`config.mk`:
```
export PLATFORM = sky130hd
export DESIGN_NAME = agc_bank_mmu_flat
export DESIGN_NICKNAME = d
export VERILOG_FILES = /design/src/rtl/agc_bank_mmu_if.sv /design/src/rtl/agc_bank_mmu.sv /design/src/flat_wrapper.sv
export SDC_FILE = /design/constraint.sdc
export NUM_CORES = 1
export LEC_CHECK = 0
export ABC_AREA = 0
export CELL_PAD_IN_SITES_DETAIL_PLACEMENT = 0
export CELL_PAD_IN_SITES_GLOBAL_PLACEMENT = 2
export CORE_MARGIN = 5
export CORE_UTILIZATION = 20
export CTS_BUF_LIST = sky130_fd_sc_hd__clkbuf_8
export CTS_CLUSTER_SIZE = 20
export DETAILED_ROUTE_END_ITERATION = 10
export PLACE_DENSITY_LB_ADDON = 0.2
export SLEW_MARGIN = 0
export SYNTH_ARGS = -nofsm -noshare
export SYNTH_HDL_FRONTEND = slang
export SYNTH_SLANG_ARGS = --single-unit
```
`constraint.sdc`:
```
create_clock -name clk -period 1.75 [get_ports clk]
set_clock_uncertainty 0.05 [all_clocks]
set_input_delay 0.35 -clock clk [delete_from_list [all_inputs] [get_ports clk]]
set_output_delay 0.35 -clock clk [all_outputs]
set_load 0.01 [all_outputs]
```
`src/rtl/agc_bank_mmu_if.sv`:
```
// Bus bundle for agc_bank_mmu: bank-register write port, translation request/response
// channels and bank-register readback. Parameters must match the MMU instance.
interface agc_bank_mmu_if #(
   parameter int EBANK_W = 3,
   parameter int FBANK_W = 5,
   parameter int DATA_W  = 15,
   parameter int OUT_W   = 16
);
   // Handshake: a transfer happens on a rising edge where valid & ready are both high.
   // The producer holds valid and payload until that edge; ready may depend on valid.
   logic                wr_en;
   logic [11:0]         wr_addr;
   logic [DATA_W-1:0]   wr_data;
   logic                sb_wr_en;
   logic                sb_data;
   logic                req_valid;
   logic                req_ready;
   logic [11:0]         req_addr;
   logic                resp_valid;
   logic                resp_ready;
   logic [OUT_W-1:0]    resp_addr;
   logic [1:0]          resp_region;
   logic                resp_super;
   logic [EBANK_W-1:0]  eb;
   logic [FBANK_W-1:0]  fb;
   logic                sb;

   modport master (
      output wr_en, wr_addr, wr_data, sb_wr_en, sb_data,
      output req_valid, req_addr, resp_ready,
      input  req_ready, resp_valid, resp_addr, resp_region, resp_super,
      input  eb, fb, sb
   );

   modport slave (
      input  wr_en, wr_addr, wr_data, sb_wr_en, sb_data,
      input  req_valid, req_addr, resp_ready,
      output req_ready, resp_valid, resp_addr, resp_region, resp_super,
      output eb, fb, sb
   );
endinterface

```
`src/rtl/agc_bank_mmu.sv`:
```
// Registered bank-aware address translator: holds EB/FB/BB bank state and the superbank
// bit, translates 12-bit CPU addresses to OUT_W-bit physical addresses with 1-cycle latency.
module agc_bank_mmu #(
   parameter int          EBANK_W = 3,
   parameter int          FBANK_W = 5,
   parameter int          DATA_W  = 15,
   parameter int          OUT_W   = 16,
   parameter logic [11:0] EB_ADDR = 12'o3,
   parameter logic [11:0] FB_ADDR = 12'o4,
   parameter logic [11:0] BB_ADDR = 12'o6
) (
   input  logic          clk,
   input  logic          reset,
   agc_bank_mmu_if.slave bus
);

   logic [EBANK_W-1:0] r_eb;
   logic [FBANK_W-1:0] r_fb;
   logic               r_sb;
   logic               r_resp_valid;
   logic [OUT_W-1:0]   r_resp_addr;
   logic [1:0]         r_resp_region;
   logic               r_resp_super;

   logic               w_accept;
   logic               w_req_ready;
   logic [OUT_W-1:0]   w_addr;
   logic [1:0]         w_region;
   logic               w_super;
   logic [11:0]        w_a;

   assign w_a         = bus.req_addr;
   assign w_req_ready = !r_resp_valid || bus.resp_ready;
   assign w_accept    = bus.req_valid && w_req_ready;

   // Translation always uses the bank registers as they stand before any same-cycle write.
   always_comb begin
      w_addr   = '0;
      w_region = 2'd0;
      w_super  = 1'b0;
      if (w_a[11]) begin
         w_addr   = OUT_W'(w_a);
         w_region = 2'd3;
      end else if (w_a[10]) begin
         w_region = 2'd2;
         if (r_fb[FBANK_W-1 -: 2] == 2'b11 && r_sb) begin
            w_addr  = OUT_W'({1'b1, 2'b00, r_fb[FBANK_W-3:0], w_a[9:0]});
            w_super = 1'b1;
         end else begin
            w_addr  = OUT_W'({1'b0, r_fb, w_a[9:0]});
         end
      end else if (w_a[9:8] == 2'b11) begin
         w_addr   = OUT_W'({r_eb, w_a[7:0]});
         w_region = 2'd1;
      end else begin
         w_addr   = OUT_W'(w_a[9:0]);
         w_region = 2'd0;
      end
   end

   always_ff @(posedge clk) begin
      if (reset) begin
         r_eb <= '0;
         r_fb <= '0;
         r_sb <= 1'b0;
      end else begin
         if (bus.wr_en) begin
            if (bus.wr_addr == EB_ADDR) begin
               r_eb <= bus.wr_data[8 +: EBANK_W];
            end else if (bus.wr_addr == FB_ADDR) begin
               r_fb <= bus.wr_data[DATA_W-1 -: FBANK_W];
            end else if (bus.wr_addr == BB_ADDR) begin
               r_fb <= bus.wr_data[DATA_W-1 -: FBANK_W];
               r_eb <= bus.wr_data[0 +: EBANK_W];
            end
         end
         if (bus.sb_wr_en) begin
            r_sb <= bus.sb_data;
         end
      end
   end

   // Output stage: loads on accept, empties when drained with nothing new, else holds.
   always_ff @(posedge clk) begin
      if (reset) begin
         r_resp_valid  <= 1'b0;
         r_resp_addr   <= '0;
         r_resp_region <= 2'd0;
         r_resp_super  <= 1'b0;
      end else if (w_accept) begin
         r_resp_valid  <= 1'b1;
         r_resp_addr   <= w_addr;
         r_resp_region <= w_region;
         r_resp_super  <= w_super;
      end else if (bus.resp_ready) begin
         r_resp_valid  <= 1'b0;
      end
   end

   assign bus.req_ready   = w_req_ready;
   assign bus.resp_valid  = r_resp_valid;
   assign bus.resp_addr   = r_resp_addr;
   assign bus.resp_region = r_resp_region;
   assign bus.resp_super  = r_resp_super;
   assign bus.eb          = r_eb;
   assign bus.fb          = r_fb;
   assign bus.sb          = r_sb;

endmodule
```
`src/flat_wrapper.sv`:
```
// flat-port wrapper written by rule: the top's interface ports become plain ports
module agc_bank_mmu_flat 
#(
   parameter int          EBANK_W = 3,
   parameter int          FBANK_W = 5,
   parameter int          DATA_W  = 15,
   parameter int          OUT_W   = 16,
   parameter logic [11:0] EB_ADDR = 12'o3,
   parameter logic [11:0] FB_ADDR = 12'o4,
   parameter logic [11:0] BB_ADDR = 12'o6
)
  (clk, reset, bus_wr_en, bus_wr_addr, bus_wr_data, bus_sb_wr_en, bus_sb_data, bus_req_valid, bus_req_addr, bus_resp_ready, bus_req_ready, bus_resp_valid, bus_resp_addr, bus_resp_region, bus_resp_super, bus_eb, bus_fb, bus_sb);
  agc_bank_mmu_if #(.EBANK_W(EBANK_W), .FBANK_W(FBANK_W), .DATA_W(DATA_W), .OUT_W(OUT_W)) bus_i ();
  input  logic clk;
  input  logic reset;
  input wire logic [$bits(bus_i.wr_en)-1:0] bus_wr_en;
  input wire logic [$bits(bus_i.wr_addr)-1:0] bus_wr_addr;
  input wire logic [$bits(bus_i.wr_data)-1:0] bus_wr_data;
  input wire logic [$bits(bus_i.sb_wr_en)-1:0] bus_sb_wr_en;
  input wire logic [$bits(bus_i.sb_data)-1:0] bus_sb_data;
  input wire logic [$bits(bus_i.req_valid)-1:0] bus_req_valid;
  input wire logic [$bits(bus_i.req_addr)-1:0] bus_req_addr;
  input wire logic [$bits(bus_i.resp_ready)-1:0] bus_resp_ready;
  output wire logic [$bits(bus_i.req_ready)-1:0] bus_req_ready;
  output wire logic [$bits(bus_i.resp_valid)-1:0] bus_resp_valid;
  output wire logic [$bits(bus_i.resp_addr)-1:0] bus_resp_addr;
  output wire logic [$bits(bus_i.resp_region)-1:0] bus_resp_region;
  output wire logic [$bits(bus_i.resp_super)-1:0] bus_resp_super;
  output wire logic [$bits(bus_i.eb)-1:0] bus_eb;
  output wire logic [$bits(bus_i.fb)-1:0] bus_fb;
  output wire logic [$bits(bus_i.sb)-1:0] bus_sb;
  assign bus_i.wr_en = bus_wr_en;
  assign bus_i.wr_addr = bus_wr_addr;
  assign bus_i.wr_data = bus_wr_data;
  assign bus_i.sb_wr_en = bus_sb_wr_en;
  assign bus_i.sb_data = bus_sb_data;
  assign bus_i.req_valid = bus_req_valid;
  assign bus_i.req_addr = bus_req_addr;
  assign bus_i.resp_ready = bus_resp_ready;
  assign bus_req_ready = bus_i.req_ready;
  assign bus_resp_valid = bus_i.resp_valid;
  assign bus_resp_addr = bus_i.resp_addr;
  assign bus_resp_region = bus_i.resp_region;
  assign bus_resp_super = bus_i.resp_super;
  assign bus_eb = bus_i.eb;
  assign bus_fb = bus_i.fb;
  assign bus_sb = bus_i.sb;
  agc_bank_mmu #(.EBANK_W(EBANK_W), .FBANK_W(FBANK_W), .DATA_W(DATA_W), .OUT_W(OUT_W), .EB_ADDR(EB_ADDR), .FB_ADDR(FB_ADDR), .BB_ADDR(BB_ADDR)) u_core (.clk(clk), .reset(reset), .bus(bus_i));
endmodule
```
* Word level (Yosys, flattened, before mapping)
Index checks and enable logic that the tools add are counted.
Word-level totals: logic and storage cells 40, output and inout port bits 30, register bits 29, input port bits 46
Cells by class: reduce and logical (&&, ||, !) cells 9, equality and inequality tests 6, bitwise logic cells 1, muxes and demuxes 17
Operators by type and width (count):
- 2-to-1 mux 16 bit | 3
- equality test 12 x 3 -> 1 bit, second input constant | 2
- equality test 12 x 2 -> 1 bit, second input constant | 1
- 2-to-1 mux 11 bit | 1
- 2-to-1 mux 5 bit | 2
- 2-to-1 mux 3 bit | 3
- 2-to-1 mux 1 bit | 6
- AND reduction 3 bit | 2
- nonzero test 2 bit | 3
- equality test 2 bit, second input constant | 2
- 2-to-1 mux 2 bit | 2
- logical AND 1 bit | 2
- inequality test 2 x 1 -> 1 bit, second input constant | 1
- zero test 1 bit | 1
- logical OR 1 bit | 1
- inverter 1 bit | 1

* Depth between registers and ports, before layout
Gate-level depths: netlist of the first run.
depth after elaboration 5, depth in mapped cells 6, mapped depth without buffers 4

* Worst setup path after synthesis of the first run
No wires, ideal clock.
path kind input to register, from in bus_wr_addr[10], to reg u_core.r_eb[0] (netlist: u_core.bus.eb[0]), data arrival time 1.299 ns, slack 0.270 ns, buffers on the path 0, cell stages on the path 4, library setup time 0.131 ns, required time 1.569 ns, path through nor4_4 > a41oi_1 > a2111oi_0 > nor3_1
Between the ends: word-level cells in the longest chain between the ends 3, elaborated cells between the ends (all ways) 7, those cells by class 4 x eq/ne; 1 x mux; 2 x reduce/logical
RTL lines:
- from (decl) | RTL line flat_wrapper.sv:17 | input wire logic [$bits(bus_i.wr_addr)-1:0] bus_wr_addr;
- equality test 12 x 3 -> 1 bit (tied with other cells) | RTL line agc_bank_mmu.sv:70 | end else if (bus.wr_addr == FB_ADDR) begin
- inequality test 2 x 1 -> 1 bit (no line) / nonzero test 2 bit (equally long branches)
- AND reduction 3 bit (no line)
- to (signal assigned) | RTL line agc_bank_mmu.sv:69 | r_eb <= bus.wr_data[8 +: EBANK_W];
- to (signal assigned) | RTL line agc_bank_mmu.sv:74 | r_eb <= bus.wr_data[0 +: EBANK_W];
- to (decl) | RTL line agc_bank_mmu.sv:17 | logic [EBANK_W-1:0] r_eb;
Parallel ways exist; a longest one is shown, timed or not. A chain may end at the register's enable or synchronous reset.

* Worst setup path in the final report of the first run
from in bus_wr_addr[9], to reg u_core.r_eb[2] (netlist: u_core.bus.eb[2])
Same word-level chain as after synthesis.

==> impl_results.md, run 1 <==
* Worst Setup Start Kind: input pin
* Die width at 88.2 µm
* Via count at 1311
* Post-DRT Antenna Nets at 0
* Gpl congestion at 0.722
* Area contributors post-synth: dfxtp_1 46%, nand2_1 8.3%, a21oi_1 6.1%, mux2i_1 4.9%, nor2_1 4.6%
* P_leak at 0.867 nW
* CP endpoint kind: register
* Yosys reg bits at 28
* Root Buffer: clkbuf_8
* Vias/cell at 4.28
* Status: completed
* CP max-delay cell: clkdlybuf4s50_1
* Worst r2r path cells at 6
* CTS buffer count at 3
* Ys Warns at 0
* Syn Area/Cell at 8.43 µm²
* PD cells at 574 nW/µm²
* HP Class: reg2reg
* Mapped Area at 1220 µm²
* Critical path, cell by cell: clkdlybuf4s50_1, buf_4, nor3b_2, nand2_2, a2111oi_2, nor3_1
* Post-synth cell types at 31
* Syn Inst Count at 145
* Initial antenna violation count at 0
* DIE AREA at 7780 µm²
* CP required at 1.86 ns
* Initial cell density of the core at 20.6%
* Top cell type's share of synthesized area at 45.9%
* Post-synth net total at 191
* Die Ht at 88.2 µm
* Most common cell after layout, fill and taps aside: clkdlybuf4s50_1
* Hold bufs inserted after CTS at 0
* Post-DP Area at 2150 µm²
* FILL cells at 606
* Clock latency at the later pin of the worst-skew pair at 0.27 ns
* Worst hold stages at 2
* Final nets at 279
* Pre-antenna DRT Iters at 4
* Drt total wl at 3.75 mm
* H-tree level count at 1
* Min Tclk post-route at 1.68 ns
* WL per Instance at 12.3 µm
* CTS tree: yes
* First-pass GRT wire length at 6.01 mm
* # Max-Cap Violations at 0
* Final Hold Vio Count at 0
* Layout cell share with drive strength beyond 1 at 14.7%
* Slowest Stage Delay on Critical Path at 0.46 ns
* Grt total ovfl at 0
* Max VDD drop at 0.000290 V
* Cell taking the most area after synthesis: dfxtp_1
* Initial DRC count at 28
* Most frequent cells in the layout: 69 x clkdlybuf4s50_1, 28 x dfxtp_1, 26 x nand2_1
* Highest clock rate at 596 MHz
* Final Util at 38.4%
* Sequential Area at 561 µm²
* RSZ-0062 raised after global routing: false
* Setup CP Type: in2reg
* Row count at 28
* Register area share after synthesis at 45.9%
* Slew headroom at 81.1%
* Final setup vio count at 0
* Hold slack at 0.408 ns
* Slew Viols, Final at 0
* Multi-input combinational cell area at 673 µm²
* Vias in the first global route at 1360
* Worst slack, placed at -0.405 ns
* DP HPWL at 3.07 mm
* Layout area overhead at 86.1%
* Crit-path max FO at 3
* Largest net degree at the start of global routing at 29
* Ant. Diodes at 0
* Total power at 0.00131 W
* Clk buf depth at 2
* Design area at 2270 µm²
* Core area at 5920 µm²
* Final WS setup at 0.0719 ns
* Worst-path clk slew at 0.09 ns
* IO Port Bufs at 70
* GR Util All Layers at 9.72%
* Worst slew pin tran at 0.280 ns
* Number of clock sinks at 28
* Worst EP arrival at 1.79 ns
* Num ports at 76
* # DRC at 0
* Final period utilization at 95.9%
## layer usage
| metal | GRT usage (%) | wire, µm | part of all wire, % |
|---|---|---|---|
| met4 | 2.88 | 39 | 1.0 |
| met1 | 9.95 | 1470 | 39 |
| met2 | 18.6 | 1920 | 51 |
| met3 | 3.10 | 317 | 8.4 |
| met5 | 0 | 0 | 0 |
## cell families (layout without fill, tap and decap cells)
family | after synthesis | after routing | share of synthesized area, %
buf+inv | 11 | 97 | 3.89
mux | 6 | 6 | 4.91
simple gates | 74 | 74 | 31.8
compound gates | 25 | 25 | 12.8
xor+xnor | 1 | 1 | 0.717
flops | 28 | 28 | 45.9
## registers in the layout, summed over array words and instances, names as in the netlist
signal,cells
u_core.bus.resp_valid,1
u_core.bus.resp_region,2
u_core.bus.resp_addr,16
u_core.bus.sb,1
u_core.bus.fb,5
u_core.bus.eb,3
## final cells by class
cell class / count / share of cell area [%]
multi-input cells: 106 / 29.6
clock buffers: 3 / 1.82
repair buffers: 90 / 39.2
well taps: 75 / 4.13
flip-flops and latches: 28 / 24.6
inverters: 4 / 0.660
## path summary, 6_finish.rpt
kind / startpoint / endpoint / slack [ns]
min: u_core.bus.resp_addr[0] / u_core.bus.resp_addr[0] / 0.41
min reg2reg: u_core.bus.resp_addr[0] / u_core.bus.resp_addr[0] / 0.41
max: bus_wr_addr[9] / u_core.bus.eb[2] / 0.07
max reg2reg: u_core.bus.resp_valid / u_core.bus.resp_addr[10] / 0.48
## critical path, delay by kind of cell
kind	cells	cell delay [ns]
AO/OA/AOI/OAI	1	0.35
AND/OR/NAND/NOR	3	0.45
buffers and inverters	2	0.62
## Yosys cell counts, drive strengths merged
| master | count |
|---|---|
| inv | 4 |
| a311oi | 1 |
| a211oi | 2 |
| and4 | 1 |
| buf | 3 |
| a21oi | 15 |
| nor3 | 7 |
| nand3b | 2 |
| mux2i | 6 |
| nor4bb | 1 |
| xor2 | 1 |
| dfxtp | 28 |
| nand2b | 2 |
| nor2 | 15 |
| a41oi | 3 |
| clkbuf | 4 |
| o21ai | 1 |
| a2111oi | 3 |
| or2 | 1 |
| nand3 | 4 |
| nor3b | 1 |
| nand2 | 27 |
| nor4 | 1 |
| nor2b | 2 |
| nand4 | 4 |
| and3 | 3 |
| and2 | 2 |
| nor4b | 1 |
## power breakdown
part           internal (W)  switching [W]  leakage [nW]
combinational      0.000183       0.000112         0.616
clock              0.000154       0.000185        0.0216
sequential         0.000660      0.0000116         0.229
## metrics by stage
stage          instances  setup TNS, ns
2_1_floorplan        145              0
3_3_place_gp         300          -2.12
3_5_place_dp         300          -2.43
4_1_cts              304        -0.0104
5_1_grt              306              0
6_report             306              0
## what timing repair did
| item | 4_1_cts | 5_1_grt |
|---|---|---|
| gates resized for setup | 4 | 10 |
| gates cloned | 0 | 0 |
| pin swaps | 1 | 4 |
| hold endpoints to repair | 0 | 0 |
| setup buffers | 1 | 2 |
| endpoints found under the setup margin | 4 | 8 |
Power figures use the tool's default switching activity.
==> run 2, diff against run 1 <==
- CORE_MARGIN: 5 -> default
==> impl_results.md, run 2 (same netlist as run 1, synthesis figures left out) <==
* Grt total ovfl at 0
* Ant. Diodes at 0
* Final Util at 38.8%
* CTS buffer count at 3
* CTS tree: yes
* Final nets at 279
* R2R Path Start: u_core.bus.resp_valid
* Most frequent cells in the layout: 67 x clkdlybuf4s50_1, 28 x dfxtp_1, 26 x nand2_1
* Number of clock sinks at 28
* Drt total wl at 3.71 mm
* CP endpoint kind: register
* Post-DRT Antenna Nets at 0
* P_leak at 0.891 nW
* Pre-antenna DRT Iters at 4
* Die Ht at 80.2 µm
* Highest clock rate at 600 MHz
* Slew Viols, Final at 0
* Min Tclk post-route at 1.67 ns
* Layout area overhead at 88.0%
* Core area at 5920 µm²
* Row count at 28
* Crit-path max FO at 8
* Initial antenna violation count at 0
* Vias in the first global route at 1281
* Final setup vio count at 0
* Layout cell share with drive strength beyond 1 at 15.9%
* Vias/cell at 4.29
* CP required at 1.87 ns
* Final period utilization at 95.2%
* FILL cells at 596
* DIE AREA at 6430 µm²
* R2r endpoint: u_core.bus.resp_addr[10]
* Reg-to-reg setup timing slack at 0.44 ns
* Die width at 80.2 µm
* Root Buffer: clkbuf_8
* CP endpoint: u_core.bus.eb[2]
* Most common cell after layout, fill and taps aside: clkdlybuf4s50_1
* Status: completed
* Worst r2r path cells at 6
* Worst slew pin tran at 0.343 ns
* Num ports at 76
* Worst Setup Start Kind: input pin
* Final Hold Vio Count at 0
* Clock latency at the later pin of the worst-skew pair at 0.27 ns
* WL per Instance at 12.1 µm
* Largest net degree at the start of global routing at 29
* DP HPWL at 2.85 mm
* Worst slack, placed at -0.387 ns
* GR Util All Layers at 11.4%
* Max VDD drop at 0.000317 V
* Clk buf depth at 2
* Slew headroom at 76.9%
* Setup CP Type: in2reg
* # DRC at 0
* Worst-path clk slew at 0.09 ns
* Final WS setup at 0.0831 ns
* Via count at 1316
* # Max-Cap Violations at 0
* H-tree level count at 1
* IO Port Bufs at 70
* HP Class: reg2reg
* Hold Crit Start: u_core.bus.resp_addr[7]
* Largest register FFs at 16
* Gpl congestion at 0.720
* Initial DRC count at 31
* Initial cell density of the core at 20.6%
* Worst EP arrival at 1.78 ns
* PD cells at 595 nW/µm²
* Worst Setup SP: bus_wr_addr[11]
* Hold bufs inserted after CTS at 0
* First-pass GRT wire length at 5.68 mm
## run 2: layout make-up
type | instances | area, µm² | area share (%)
clock buffers | 4 | 55.1 | 2.40
inverters | 4 | 15.0 | 0.653
multi-input cells | 106 | 691 | 30.0
flip-flops and latches | 28 | 561 | 24.4
well taps | 75 | 93.8 | 4.08
repair buffers | 90 | 883 | 38.4
## run 2: timing repair
action                     in CTS  in global routing
pin swaps                       1                  3
setup endpoints to repair       4                  8
gates resized for setup         4                 15
buffers inserted                2                  1
## run 2: worst min-delay path by stage
| stage | end | cells past startpoint |
|---|---|---|
| floorplan | u_core.bus.resp_addr[8] | 2 |
| global placement | u_core.bus.resp_addr[5] | 2 |
| detailed placement | u_core.bus.resp_addr[5] | 2 |
| CTS | u_core.bus.resp_addr[5] | 2 |
| global route | u_core.bus.resp_addr[2] | 2 |
| finish | u_core.bus.resp_addr[7] | 2 |
## run 2: per-layer routing
layer | share of wire [%] | GRT usage, % | up-vias
met1 | 42 | 12.9 | 583
met3 | 6.0 | 2.61 | 2
met4 | 0.92 | 3.75 | 0
met5 | 0 | 0 | -
met2 | 51 | 20.9 | 46
li1 | - | - | 685
## run 2: report_power, final
| group | internal (W) | total [W] | switching (W) |
|---|---|---|---|
| sequential | 0.000660 | 0.000672 | 0.0000121 |
| clock | 0.000201 | 0.000398 | 0.000197 |
| combinational | 0.000181 | 0.000296 | 0.000115 |
## run 2: stage by stage
stage               area, µm²  cells  total power (W)  setup TNS [ns]  hold slack [ns]
CTS                      2220    306          0.00138               0            0.414
detailed placement       2140    300         0.000973           -2.42            0.400
finish                   2300    307          0.00137               0            0.410
global placement         2140    300         0.000969           -2.12            0.392
floorplan                1220    145         0.000769               0            0.426
global route             2300    307          0.00145        -0.00733            0.433
## run 2: critical path, stage by stage
cell	delay (ns)
clkdlybuf4s50_1	0.44
nor3_4	0.32
buf_4	0.18
nand2_2	0.08
a2111oi_4	0.35
nor3_2	0.06
